File: config.mk
export PLATFORM = sky130hd
export DESIGN_NAME = period_timer
export DESIGN_NICKNAME = d
export VERILOG_FILES = /design/src/rtl/period_timer.sv
export SDC_FILE = /design/constraint.sdc
export NUM_CORES = 1
export LEC_CHECK = 0
export BUFFER_PORTS_ARGS = -buffer_cell sky130_fd_sc_hd__buf_2
export CAP_MARGIN = 20
export CORE_MARGIN = 2
export CORE_UTILIZATION = 51
export DETAILED_ROUTE_END_ITERATION = 16
export PLACE_DENSITY = 0.87
export RECOVER_POWER = 25
export SLEW_MARGIN = 20
export SYNTH_ARGS = -nofsm -noshare
export SYNTH_HDL_FRONTEND = slang
export SYNTH_SLANG_ARGS = --single-unit
File: constraint.sdc
create_clock -name clk -period 3 [get_ports clk]
set_input_delay 0.45 -clock clk [delete_from_list [all_inputs] [get_ports clk]]
set_output_delay 0.45 -clock clk [all_outputs]
set_load 0.05 [all_outputs]
File: src/rtl/period_timer.sv
// ----------------------------------------------------------------------------
// period_timer
//
// Time-of-day counter for the school seating system. A prescaler divides clk
// into minute steps. A minute-of-day counter wraps at a day length that can be
// changed at runtime. The block also keeps a count of completed days, opens a
// day-change reset window for the seat/attendance logic, and drives N
// independent alarm channels (period bells).
//
// Parameters
//   W         width of the minute counter and of all time values
//   TICK_DIV  clk cycles per minute step (>= 1)
//   N_ALARM   number of alarm channels (>= 1)
//   HOLD_MIN  minute at which rst_timer drops after a day change
//   DW        width of the day counter
//
// Ports
//   clk         in   1           system clock, rising edge
//   rst_n       in   1           asynchronous active-low reset
//   en          in   1           count enable; 0 freezes prescaler and minute
//   day_len     in   W           minutes per day, 0 means 2^W
//   load        in   1           synchronous load strobe (wins over a step)
//   load_val    in   W           minute value applied by load
//   alarm_time  in   N_ALARM*W   alarm minutes, channel i at [i*W +: W]
//   alarm_en    in   N_ALARM     per-channel alarm enable
//   time_out    out  W           current minute of day
//   tick        out  1           pulse: time_out advanced this cycle
//   day_wrap    out  1           pulse: time_out wrapped to 0 this cycle
//   rst_timer   out  1           day-change window level
//   day_cnt     out  DW          completed days, modulo 2^DW
//   alarm_hit   out  N_ALARM     per-channel pulse on an alarm match
// ----------------------------------------------------------------------------
module period_timer #(
    parameter int W        = 11,
    parameter int TICK_DIV = 1,
    parameter int N_ALARM  = 4,
    parameter int HOLD_MIN = 360,
    parameter int DW       = 8
) (
    input  logic                 clk,
    input  logic                 rst_n,
    input  logic                 en,
    input  logic [W-1:0]         day_len,
    input  logic                 load,
    input  logic [W-1:0]         load_val,
    input  logic [N_ALARM*W-1:0] alarm_time,
    input  logic [N_ALARM-1:0]   alarm_en,
    output logic [W-1:0]         time_out,
    output logic                 tick,
    output logic                 day_wrap,
    output logic                 rst_timer,
    output logic [DW-1:0]        day_cnt,
    output logic [N_ALARM-1:0]   alarm_hit
);

    // Prescaler is at least one bit wide so TICK_DIV=1 still elaborates;
    // in that case it simply stays at 0 and every enabled edge is a step.
    localparam int            PW         = (TICK_DIV > 1) ? $clog2(TICK_DIV) : 1;
    localparam logic [PW-1:0] PRESC_LAST = PW'(TICK_DIV - 1);

    // A HOLD_MIN that cannot be represented in W bits never matches, so the
    // window then stays open until the next load.
    localparam bit           HOLD_IN_RANGE = (HOLD_MIN >= 0) &&
                                             (longint'(HOLD_MIN) < (longint'(1) << W));
    localparam logic [W-1:0] HOLD_VAL      = W'(HOLD_MIN);

    logic [PW-1:0]      r_presc;

    logic [W:0]         w_len;        // effective day length, one bit wider for 2^W
    logic [W:0]         w_last;       // last valid minute of the day
    logic               w_step;
    logic               w_wrap;
    logic [W-1:0]       w_next;
    logic [W-1:0]       w_load_time;
    logic               w_hold_hit;
    logic [N_ALARM-1:0] w_hit;

    assign w_len  = (day_len == '0) ? {1'b1, {W{1'b0}}} : {1'b0, day_len};
    assign w_last = w_len - {{W{1'b0}}, 1'b1};
    assign w_step = en && (r_presc == PRESC_LAST);

    // ">=" rather than "==" so that shortening day_len below the current
    // minute wraps on the very next step instead of running to 2^W.
    assign w_wrap = ({1'b0, time_out} >= w_last);
    assign w_next = w_wrap ? '0 : time_out + W'(1);

    assign w_load_time = ({1'b0, load_val} >= w_len) ? '0 : load_val;
    assign w_hold_hit  = HOLD_IN_RANGE && (w_next == HOLD_VAL);

    // Alarm channels compare against the minute being entered, so a hit lines
    // up with the first cycle that minute is visible on time_out.
    always_comb begin
        // NOTE: default first so no path leaves w_hit unassigned (no latch).
        w_hit = '0;
        for (int i = 0; i < N_ALARM; i++) begin
            w_hit[i] = alarm_en[i] && (alarm_time[i*W +: W] == w_next);
        end
    end

    // NOTE: non-blocking assignments for all state so every register samples
    // the pre-edge values and ordering inside the block does not matter.
    always_ff @(posedge clk or negedge rst_n) begin
        if (!rst_n) begin
            r_presc   <= '0;
            time_out  <= '0;
            tick      <= 1'b0;
            day_wrap  <= 1'b0;
            rst_timer <= 1'b0;
            day_cnt   <= '0;
            alarm_hit <= '0;
        end else begin
            // Pulses default low; they are raised only on a step edge.
            tick      <= 1'b0;
            day_wrap  <= 1'b0;
            alarm_hit <= '0;

            if (load) begin
                // Load beats a coincident step; day_cnt is left alone.
                time_out  <= w_load_time;
                r_presc   <= '0;
                rst_timer <= 1'b0;
            end else if (en) begin
                if (w_step) begin
                    r_presc   <= '0;
                    time_out  <= w_next;
                    tick      <= 1'b1;
                    day_wrap  <= w_wrap;
                    alarm_hit <= w_hit;
                    if (w_wrap) begin
                        day_cnt   <= day_cnt + DW'(1);
                        // Opening the window wins over HOLD_MIN=0 closing it.
                        rst_timer <= 1'b1;
                    end else if (w_hold_hit) begin
                        rst_timer <= 1'b0;
                    end
                end else begin
                    r_presc <= r_presc + PW'(1);
                end
            end
        end
    end

endmodule

==> results.yml <==
place:
  post-dp-hpwl_um: 7514
  port_buffers: 99
  gp_congestion: 0.9426
synth:
  netlist_instances: 345
  ys.flop_type: "dfrtp_1"
  synth_edf_count: 0
  synth_cell_type_count: 65
  syn_nets: 444
  yosys_warnings: 0
  synthArstFlopShare: 1.000
  synth-seq-cells: 27
  ys_seq_area_frac: 0.2366
  synth.cell_area_um2: 2855
  avgSynthCellArea_um2: 8.276
critical_path:
  end_kind: "flop"
  slowest_delay_ns: 0.53
  cp_slowest_cell: "or4_4"
  critPathMaxFanout: 4
  critPathLaunchType: "primary input"
  path_buf_inv: 4
  crit_chain: "buf_6 -> or4_4 -> or3_4 -> nor3_4 -> nand2_2 -> o21ai_1 -> nand2_1 -> buf_6 -> nor3_4 -> xnor2_1 -> ha_1 -> buf_4 -> nand4_1 -> nor2_1 -> a21oi_2 -> or3_4 -> nor3_4 -> buf_6 -> nand4_1 -> xnor2_1"
  critPathRequiredTime_ns: 3.19
  worstSetupPathType: "in -> reg"
  path_depth: 20
  cpLargestDelayFamily: "simple AND/OR/NAND/NOR gates"
  crit_arrival_ns: 4.30
  reg2reg_depth: 9
clock_network:
  cts_tree: "yes"
  cts_hold_buffers: 0
  cts_buffers: 3
  clockRootBuffer: "clkbuf_8"
  path_clk_slew_ns: 0.10
  clock_path_buffers: 2
  ctsHtreeMaxLevel: 1
  clock_latency_ns: 0.29
  cts_sinks: 27
run_status:
  failed_checks: "capacitance limit, slew limit, setup timing"
  outcome: "finished with violations"
timing:
  rsz0062_at_grt: "yes"
  skew_ns: 0.002070
  finalSetupViolCount: 25
  finalSetupTns_ns: -21.56
  final.period_utilization: 1.368
  holdWs_ns: 0.3285
  maxSlewViolCount: 28
  tightest_slew_ns: 1.535
  fmaxAchievable_mhz: 243.6
  relSlewSlack: -0.02367
  period_minus_slack_ns: 4.104
  final_hold_viol_count: 0
  layout_setup_ws_ns: -1.104
finish:
  area.sequential_um2: 675.6
  antenna_cells: 0
  nNetsFinal: 593
  drive_above_1_share: 0.4564
  area_growth_pct: 48.90
  multi_input_area_um2: 2350
  fillers: 374
die:
  row_count: 27
  initial_utilization: 0.5217
  die_h_um: 78.83
  die_w_um: 78.83
  coreArea_um2: 5473
  io_pins: 100
  die_area_um2: 6213
worst_hold_path:
  hold_path_depth: 2
  hp-class: "in -> reg"
route:
  route.detailed.drc: 0
  drt-wirelength-per-cell_um: 20.05
  postRouteAntennaNets: 0
  dr_total_vias: 3637
  routed_via_density: 6.437
  routed_wl_um: 11330
  drt_iter0_drc: 402
  first_pass_iters: 5
power:
  leakagePower_nw: 1.974
  max-vdd-ir-drop_mv: 0.3072
  p_per_area_nw_per_um2: 427.7
  p_total_mw: 1.819
global_route:
  track_usage: 0.3335
  antenna_found_initial: 0
  grt_max_degree: 28
  grt_first_pass_wirelength_um: 16510
  first_global_vias: 3527
  overflow: 0
run:
  drv_cap: 1
==> metal layers <==
| metal | track usage | vias to the layer above | wire length, um |
|---|---|---|---|
| li1 | - | 1610 | - |
| met1 | 0.4050 | 1700 | 4302 |
| met2 | 0.5709 | 268 | 5406 |
| met3 | 0.04318 | 59 | 980 |
| met4 | 0.1862 | 0 | 641 |
| met5 | 0 | - | 0 |
==> synth_stat cells (4+ instances only) <==
cell type	n	area, um^2
xor2_1	11	96.34
o22ai_1	5	31.28
xnor2_1	21	183.9
nor2b_1	5	31.28
nand4_1	7	43.79
a21oi_1	27	135.1
ha_1	25	312.8
nor4_1	6	37.54
dfrtp_1	27	675.7
a31oi_1	4	25.02
nand2_1	20	75.07
nor2_1	25	93.84
nand3_1	13	65.06
clkbuf_1	9	33.78
inv_1	20	75.07
nor3_1	18	90.09
a221oi_1	4	35.03
o21ai_0	12	60.06
and3_1	4	25.02
o2bb2ai_1	11	96.34
==> registers in the layout (all words and copies together) (netlist names) <==
signal,cells
tick,1
rst_timer,1
day_wrap,1
r_presc,1
day_cnt,8
alarm_hit,4
time_out,11
==> area by class of cell <==
cell class	instances	share of cell area
Clock buffer	3	0.009712
Clock inverter	1	0.002060
Inverter	20	0.01766
Multi-Input combinational cell	285	0.5527
Sequential cell	27	0.1589
Tap cell	72	0.02119
Timing Repair Buffer	157	0.2378
==> metrics by stage <==
stage | util | cells | instance area [um^2] | setup WS [ns]
after floorplan | - | 345 | 2974 | -1.050
after global placement | 0.6923 | 546 | 3789 | -1.143
after detailed placement | 0.6923 | 546 | 3789 | -1.280
after CTS | 0.7359 | 558 | 4028 | -0.8293
after global routing | 0.7769 | 565 | 4252 | -1.202
final | 0.7769 | 565 | 4252 | -1.104
==> cells in the final DEF (no fill, tap or decap), types with 4 or more instances in the layout <==
master and count:
nor4_1 5, a31oi_1 4, a221oi_1 4, xnor2_1 20
nor2_1 21, nor3_2 7, nand3_1 13, nor2b_1 5
dfrtp_1 27, o2bb2ai_1 5, a21oi_1 15, nand4_1 7
xor2_1 11, inv_1 20, o21ai_0 7, buf_4 45
buf_6 11, nor3_1 9, nor3_4 4, o22ai_1 5
o21ai_1 4, nand2_1 16, a21oi_2 11, ha_1 25
buf_2 97, o2bb2ai_2 5
==> where the power goes <==
part / internal [mW] / total, mW / switching, mW / leakage (nW)
Sequential: 0.403 / 0.495 / 0.0916 / 0.359
Clock: 0.0983 / 0.234 / 0.135 / 0.0261
Combinational: 0.440 / 1.09 / 0.650 / 1.59
==> worst paths after layout <==
| check | slack [ns] | start | endpoint |
|---|---|---|---|
| max in group asynchronous | 1.60 | rst_n | time_out[2] |
| hold reg to reg | 0.48 | day_cnt[7] | day_cnt[7] |
| min in group asynchronous | 0.52 | rst_n | day_cnt[7] |
| hold / removal | 0.33 | en | r_presc |
| setup / recovery | -1.10 | day_len[3] | day_cnt[3] |
| setup reg to reg | 0.15 | time_out[1] | alarm_hit[3] |
==> worst reg2reg max path: stages, from the launching register on <==
cell and delay, ns:
dfrtp_1 0.50, ha_1 0.31, nand3_1 0.14, nor2_1 0.08, and3_2 0.24, xnor2_1 0.78, o22ai_1 0.13, o21ai_0 0.19
o311ai_1 0.14, a2111oi_2 0.24
==> logic make-up (layout without fill, tap and decap cells) <==
logic type,count (synthesis),after routing,synth area share
muxes,3,3,0.01139
and+or+nand+nor,124,124,0.2410
adders and majority gates,25,25,0.1096
AOI/OAI and AO/OA,101,101,0.2520
xor gates and xnor gates,32,32,0.09816
DFF,27,27,0.2366
buffers and inverters,33,181,0.05127
==> repair_timing <==
action	in CTS	in global routing
cloned	2	1
endpoints found under the setup margin	25	25
gates resized for setup	28	34
setup buffers	6	8
pin swaps	25	22
Note: power is estimated with default switching activity, not from simulation.
